$ cat config.mk
export PLATFORM = sky130hd
export DESIGN_NAME = video_timing
export DESIGN_NICKNAME = d
export VERILOG_FILES = /design/src/rtl/system86_video_pkg.sv /design/src/rtl/mod_counter.sv /design/src/rtl/video_timing.sv
export SDC_FILE = /design/constraint.sdc
export NUM_CORES = 1
export LEC_CHECK = 0
export BUFFER_PORTS_ARGS = -buffer_cell sky130_fd_sc_hd__clkbuf_2
export CORE_UTILIZATION = 55
export CTS_CLUSTER_SIZE = 12
export DETAILED_ROUTE_END_ITERATION = 8
export HOLD_SLACK_MARGIN = 0.02
export PLACE_DENSITY = 0.82
export SLEW_MARGIN = 30
export SYNTH_ARGS = -nofsm -noshare
export SYNTH_HDL_FRONTEND = slang
export SYNTH_HIERARCHICAL = 1
export SYNTH_SLANG_ARGS = --single-unit
$ cat constraint.sdc
create_clock -name CLK_6M -period 7.34 [get_ports CLK_6M]
set_input_delay 0.367 -clock CLK_6M [delete_from_list [all_inputs] [get_ports CLK_6M]]
set_output_delay 0.367 -clock CLK_6M [all_outputs]
set_load 0.02 [all_outputs]
$ cat src/rtl/system86_video_pkg.sv
// Shared video timing constants, counter width and window-decode helpers.
// Latency: n/a (package). Backpressure: n/a; the raster never stalls.
// Contents: CNT_W, MAX_TOTAL, DEF_* default timings, in_blank(), in_sync().
package system86_video_pkg;

  localparam int CNT_W     = 9;
  localparam int MAX_TOTAL = 1 << CNT_W;

  localparam int DEF_H_TOTAL       = 384;
  localparam int DEF_H_BLANK_START = 355;
  localparam int DEF_H_BLANK_END   = 67;
  localparam int DEF_HSYNC_START   = 0;
  localparam int DEF_HSYNC_END     = 31;
  localparam int DEF_V_TOTAL       = 264;
  localparam int DEF_V_BLANK_START = 240;
  localparam int DEF_V_BLANK_END   = 16;
  localparam int DEF_VSYNC_START   = 248;
  localparam int DEF_VSYNC_END     = 251;

  // Half-open blank window [s, e); when s > e the window wraps through 0.
  function automatic logic in_blank(input logic [CNT_W-1:0] val, input int s, input int e);
    int x;
    x = int'(val);
    if (s <= e) return (x >= s) && (x < e);
    else        return (x >= s) || (x < e);
  endfunction

  // Inclusive sync window [s, e]; when s > e the window wraps through 0.
  function automatic logic in_sync(input logic [CNT_W-1:0] val, input int s, input int e);
    int x;
    x = int'(val);
    if (s <= e) return (x >= s) && (x <= e);
    else        return (x >= s) || (x <= e);
  endfunction

endpackage

$ cat src/rtl/mod_counter.sv
// Modulo-N up counter with enable; exposes next value for registered decode.
// Latency: count updates on the clock edge after en; count_nxt/wrap are combinational.
// Backpressure: none; en simply holds the count.
// Ports: clk, rst_n (async active-low), en | count, count_nxt, wrap (en && count==MODULUS-1).
module mod_counter
  import system86_video_pkg::*;
#(
  parameter int MODULUS = DEF_H_TOTAL
) (
  input  logic             clk,
  input  logic             rst_n,
  input  logic             en,
  output logic [CNT_W-1:0] count,
  output logic [CNT_W-1:0] count_nxt,
  output logic             wrap
);

  logic at_top;

  assign at_top = (count == CNT_W'(MODULUS - 1));
  assign wrap   = en && at_top;

  always_comb begin
    count_nxt = count;
    if (en) count_nxt = at_top ? '0 : count + CNT_W'(1);
  end

  always_ff @(posedge clk or negedge rst_n) begin
    if (!rst_n) count <= '0;
    else        count <= count_nxt;
  end

endmodule

$ cat src/rtl/video_timing.sv
// Raster timing generator: H/V counters plus blank, sync and line/frame strobes.
// Latency: every flag is registered from next-state counts, so it lines up with the H/V it describes.
// Backpressure: none; free-running on CLK_6M.
// Ports: CLK_6M, nRST | H, V, CLK_1H, CLK_2H, nHBLK, nVBLK, nHSYNC, nVSYNC, HLINE, VBLK_START
//        and FRAME (8-bit frame counter) only when VIDEO_TIMING_FRAME_CNT_EN is defined.
module video_timing
  import system86_video_pkg::*;
#(
  parameter int H_TOTAL       = DEF_H_TOTAL,
  parameter int H_BLANK_START = DEF_H_BLANK_START,
  parameter int H_BLANK_END   = DEF_H_BLANK_END,
  parameter int HSYNC_START   = DEF_HSYNC_START,
  parameter int HSYNC_END     = DEF_HSYNC_END,
  parameter int V_TOTAL       = DEF_V_TOTAL,
  parameter int V_BLANK_START = DEF_V_BLANK_START,
  parameter int V_BLANK_END   = DEF_V_BLANK_END,
  parameter int VSYNC_START   = DEF_VSYNC_START,
  parameter int VSYNC_END     = DEF_VSYNC_END
) (
  input  logic             CLK_6M,
  input  logic             nRST,
  output logic [CNT_W-1:0] H,
  output logic [CNT_W-1:0] V,
  output logic             CLK_1H,
  output logic             CLK_2H,
  output logic             nHBLK,
  output logic             nVBLK,
  output logic             nHSYNC,
  output logic             nVSYNC,
  output logic             HLINE,
  output logic             VBLK_START
`ifdef VIDEO_TIMING_FRAME_CNT_EN
  ,
  output logic [7:0]       FRAME
`endif
);

  if (H_TOTAL < 2 || H_TOTAL > MAX_TOTAL || V_TOTAL < 2 || V_TOTAL > MAX_TOTAL ||
      H_BLANK_START < 0 || H_BLANK_START >= H_TOTAL || H_BLANK_END < 0 || H_BLANK_END >= H_TOTAL ||
      HSYNC_START < 0 || HSYNC_START >= H_TOTAL || HSYNC_END < 0 || HSYNC_END >= H_TOTAL ||
      V_BLANK_START < 0 || V_BLANK_START >= V_TOTAL || V_BLANK_END < 0 || V_BLANK_END >= V_TOTAL ||
      VSYNC_START < 0 || VSYNC_START >= V_TOTAL || VSYNC_END < 0 || VSYNC_END >= V_TOTAL) begin : g_bad_param
    $error("video_timing: timing parameter out of range");
  end

  // Flag values while in reset are the decode of H=0/V=0, except HLINE which is held low.
  localparam logic RST_NHBLK  = !in_blank(CNT_W'(0), H_BLANK_START, H_BLANK_END);
  localparam logic RST_NVBLK  = !in_blank(CNT_W'(0), V_BLANK_START, V_BLANK_END);
  localparam logic RST_NHSYNC = !in_sync(CNT_W'(0), HSYNC_START, HSYNC_END);
  localparam logic RST_NVSYNC = !in_sync(CNT_W'(0), VSYNC_START, VSYNC_END);

  logic [CNT_W-1:0] h_nxt;
  logic [CNT_W-1:0] v_nxt;
  logic             h_wrap;
  logic             v_wrap;

  mod_counter #(.MODULUS(H_TOTAL)) u_hcnt (
    .clk      (CLK_6M),
    .rst_n    (nRST),
    .en       (1'b1),
    .count    (H),
    .count_nxt(h_nxt),
    .wrap     (h_wrap)
  );

  mod_counter #(.MODULUS(V_TOTAL)) u_vcnt (
    .clk      (CLK_6M),
    .rst_n    (nRST),
    .en       (h_wrap),
    .count    (V),
    .count_nxt(v_nxt),
    .wrap     (v_wrap)
  );

  // Straight flop bits, so these dividers cannot glitch.
  assign CLK_1H = H[0];
  assign CLK_2H = H[1];

  // Decode from the values the counters are about to take so the flag flops
  // change on the same edge as the counters.
  always_ff @(posedge CLK_6M or negedge nRST) begin
    if (!nRST) begin
      nHBLK      <= RST_NHBLK;
      nVBLK      <= RST_NVBLK;
      nHSYNC     <= RST_NHSYNC;
      nVSYNC     <= RST_NVSYNC;
      HLINE      <= 1'b0;
      VBLK_START <= 1'b0;
    end else begin
      nHBLK      <= !in_blank(h_nxt, H_BLANK_START, H_BLANK_END);
      nVBLK      <= !in_blank(v_nxt, V_BLANK_START, V_BLANK_END);
      nHSYNC     <= !in_sync(h_nxt, HSYNC_START, HSYNC_END);
      nVSYNC     <= !in_sync(v_nxt, VSYNC_START, VSYNC_END);
      HLINE      <= (h_nxt == '0);
      VBLK_START <= (h_nxt == '0) && (v_nxt == CNT_W'(V_BLANK_START));
    end
  end

`ifdef VIDEO_TIMING_FRAME_CNT_EN
  always_ff @(posedge CLK_6M or negedge nRST) begin
    if (!nRST)       FRAME <= 8'd0;
    else if (v_wrap) FRAME <= FRAME + 8'd1;
  end
`else
  logic unused_v_wrap;
  assign unused_v_wrap = v_wrap;
`endif

endmodule

==> flow_summary.json <==
{
  "syn_area_per_cell_um2": 11.31,
  "cts_buffers": 3,
  "path_cells": "ha_1, nand3_1, nor3_2, and4_1, nand3_1, xnor2_1, and4_1, nor3b_1, and3_1",
  "leakage_nw": 0.6432,
  "power_density_nw_per_um2": 259.5,
  "grt_pass1_wl_um": 3401,
  "status": "completed",
  "tns_ps": 0,
  "post_cts_resize_count": 0,
  "drc_errors": 0,
  "vias": 912,
  "placed_cells": 159,
  "yosys_warnings": 6,
  "dieHeight_um": 47.80,
  "worst_pin_slew_ps": 585.2,
  "max_freq_ghz": 0.3682,
  "gp_congestion": 0.8945,
  "ios": 28,
  "clk_latency_ps": 300,
  "critPathRequiredTime_ps": 7590,
  "layout.nets": 141,
  "worstSetupEndpointType": "register",
  "io_buffer_count": 27,
  "core_area_um2": 1962,
  "grt_start_max_net_pins": 25,
  "final_cells": 163,
  "finalClockSkew_ps": 1.958,
  "fillers": 163,
  "rsz0062_at_grt": "false",
  "die_w_um": 47.80,
  "first_pass_iters": 4,
  "clk_pin_slew_worst_paths_ps": 120,
  "arrival_ps": 2970,
  "netlist_instances": 102,
  "drt-total-wl_um": 2316,
  "max_cap_violations": 0,
  "max-clock-path-buffers": 2,
  "max_stage_delay_ps": 440,
  "place_hpwl_um": 1717,
  "grt_pass1_vias": 801,
  "overflow": 0,
  "start_kind": "register",
  "finalHoldViolCount": 0,
  "ant_nets": 0,
  "syn_area_um2": 1154,
  "dieArea_um2": 2285,
  "vias_per_cell": 5.595,
  "routedWlPerCell_um": 14.21,
  "start_util_pct": 58.80,
  "cts-root-buf": "clkbuf_4",
  "maxSlewViolCount": 0,
  "setup_viol": 0,
  "hold_path_class": "primary input to asynchronous set/reset pin",
  "rows": 16,
  "area_growth_pct": 18.11,
  "drt_iter0_drc": 26,
  "cts_tree": "done",
  "clock-sinks": 24,
  "max-vdd-ir-drop_mv": 0.1935,
  "htreeDepth": 1,
  "antenna_found_initial": 0,
  "slowest_stage": "dfrtp_1",
  "diodes": 0,
  "cts_hold_buf": 0,
  "grt_util_all_layers_pct": 21.65,
  "period_needed_ps": 2716,
  "postCtsSetupRepairBufs": 0,
  "slew_headroom_pct": 60.99,
  "timing.final.crit_share_pct": 37.00,
  "drive_gt1_share_pct": 31.62,
  "crit_type": "register to register",
  "critical_path_peak_fanout": 7
}
## registers in the layout, summed over array words and instances (netlist names)
signal and cells:
u_hcnt/count 9, u_vcnt/count 9, HLINE 1, VBLK_START 1, nHBLK 1, nHSYNC 1, nVBLK 1, nVSYNC 1
## cells in the final DEF (no fill, tap or decap), types with 2 or more instances in the layout
master and instances:
and4_1 2, ha_1 2, nor3_1 3, a21oi_1 2, inv_1 3, xnor2_1 10
dfrtp_1 23, mux2_2 3, and3_1 4, a2111o_1 2, or3_1 2, clkbuf_2 27
nor2_1 3, a31oi_1 2, conb_1 7, clkbuf_4 3, o21ai_0 3, nand2_1 9
nand3_1 5
## layer usage
| metal | wire [µm] | GRT usage [%] | vias up |
|---|---|---|---|
| met2 | 1166 | 36.76 | 41 |
| met1 | 1026 | 27.23 | 432 |
| met3 | 113 | 3.774 | 2 |
| met5 | 0 | 0 | - |
| met4 | 9 | 8.889 | 0 |
| li1 | - | - | 437 |
## power by group
| group | internal, mW | switching (mW) |
|---|---|---|
| logic | 0.0398 | 0.0744 |
| registers | 0.150 | 0.0222 |
| clock network | 0.0302 | 0.0371 |
| total | 0.220 | 0.134 |
## path summary, 6_finish.rpt
| path | startpoint | to | slack (ps) | cells past startpoint |
|---|---|---|---|---|
| setup / recovery | u_hcnt/count[0] | VBLK_START | 4620 | 9 |
| max in group asynchronous | nRST | u_vcnt/count[7] | 6920 | 1 |
| hold reg to reg | u_vcnt/count[2] | u_vcnt/count[2] | 560 | 1 |
| hold / removal | nRST | u_hcnt/count[3] | 30 | 1 |
| setup reg to reg | u_hcnt/count[0] | VBLK_START | 4620 | 9 |
| min in group CLK_6M | u_vcnt/count[2] | u_vcnt/count[2] | 560 | 1 |
## final cells by class
cell class / count / area [µm²] / share of cell area [%]
flip-flops and latches: 24 / 601.8 / 44.17
multi-input cells: 78 / 544.3 / 39.94
repair buffers: 27 / 135.1 / 9.917
clock buffers: 4 / 36.28 / 2.663
well taps: 27 / 33.78 / 2.479
inverters: 3 / 11.26 / 0.8264
## worst max-delay path, delay by kind of cell, from the launching register on
family | cells | cell delay, ps
and+or+nand+nor | 7 | 1730
DFF | 1 | 440
xor gates and xnor gates | 1 | 260
adders and majority gates | 1 | 220
## per-stage QoR
stage | hold slack [ps] | setup WS [ps] | util (%) | area [µm²] | total power [mW]
after global routing | 55.58 | 4320 | 69.45 | 1363 | 0.3757
after global placement | 386.5 | 4753 | 67.60 | 1326 | 0.2854
final | 34.02 | 4624 | 69.45 | 1363 | 0.3536
after floorplan | 71.41 | 4832 | - | 1176 | 0.2550
after CTS | 41.50 | 4658 | 69.45 | 1363 | 0.3563
after detailed placement | 390.6 | 4679 | 67.60 | 1326 | 0.2886
Power figures use the tool's default switching activity.
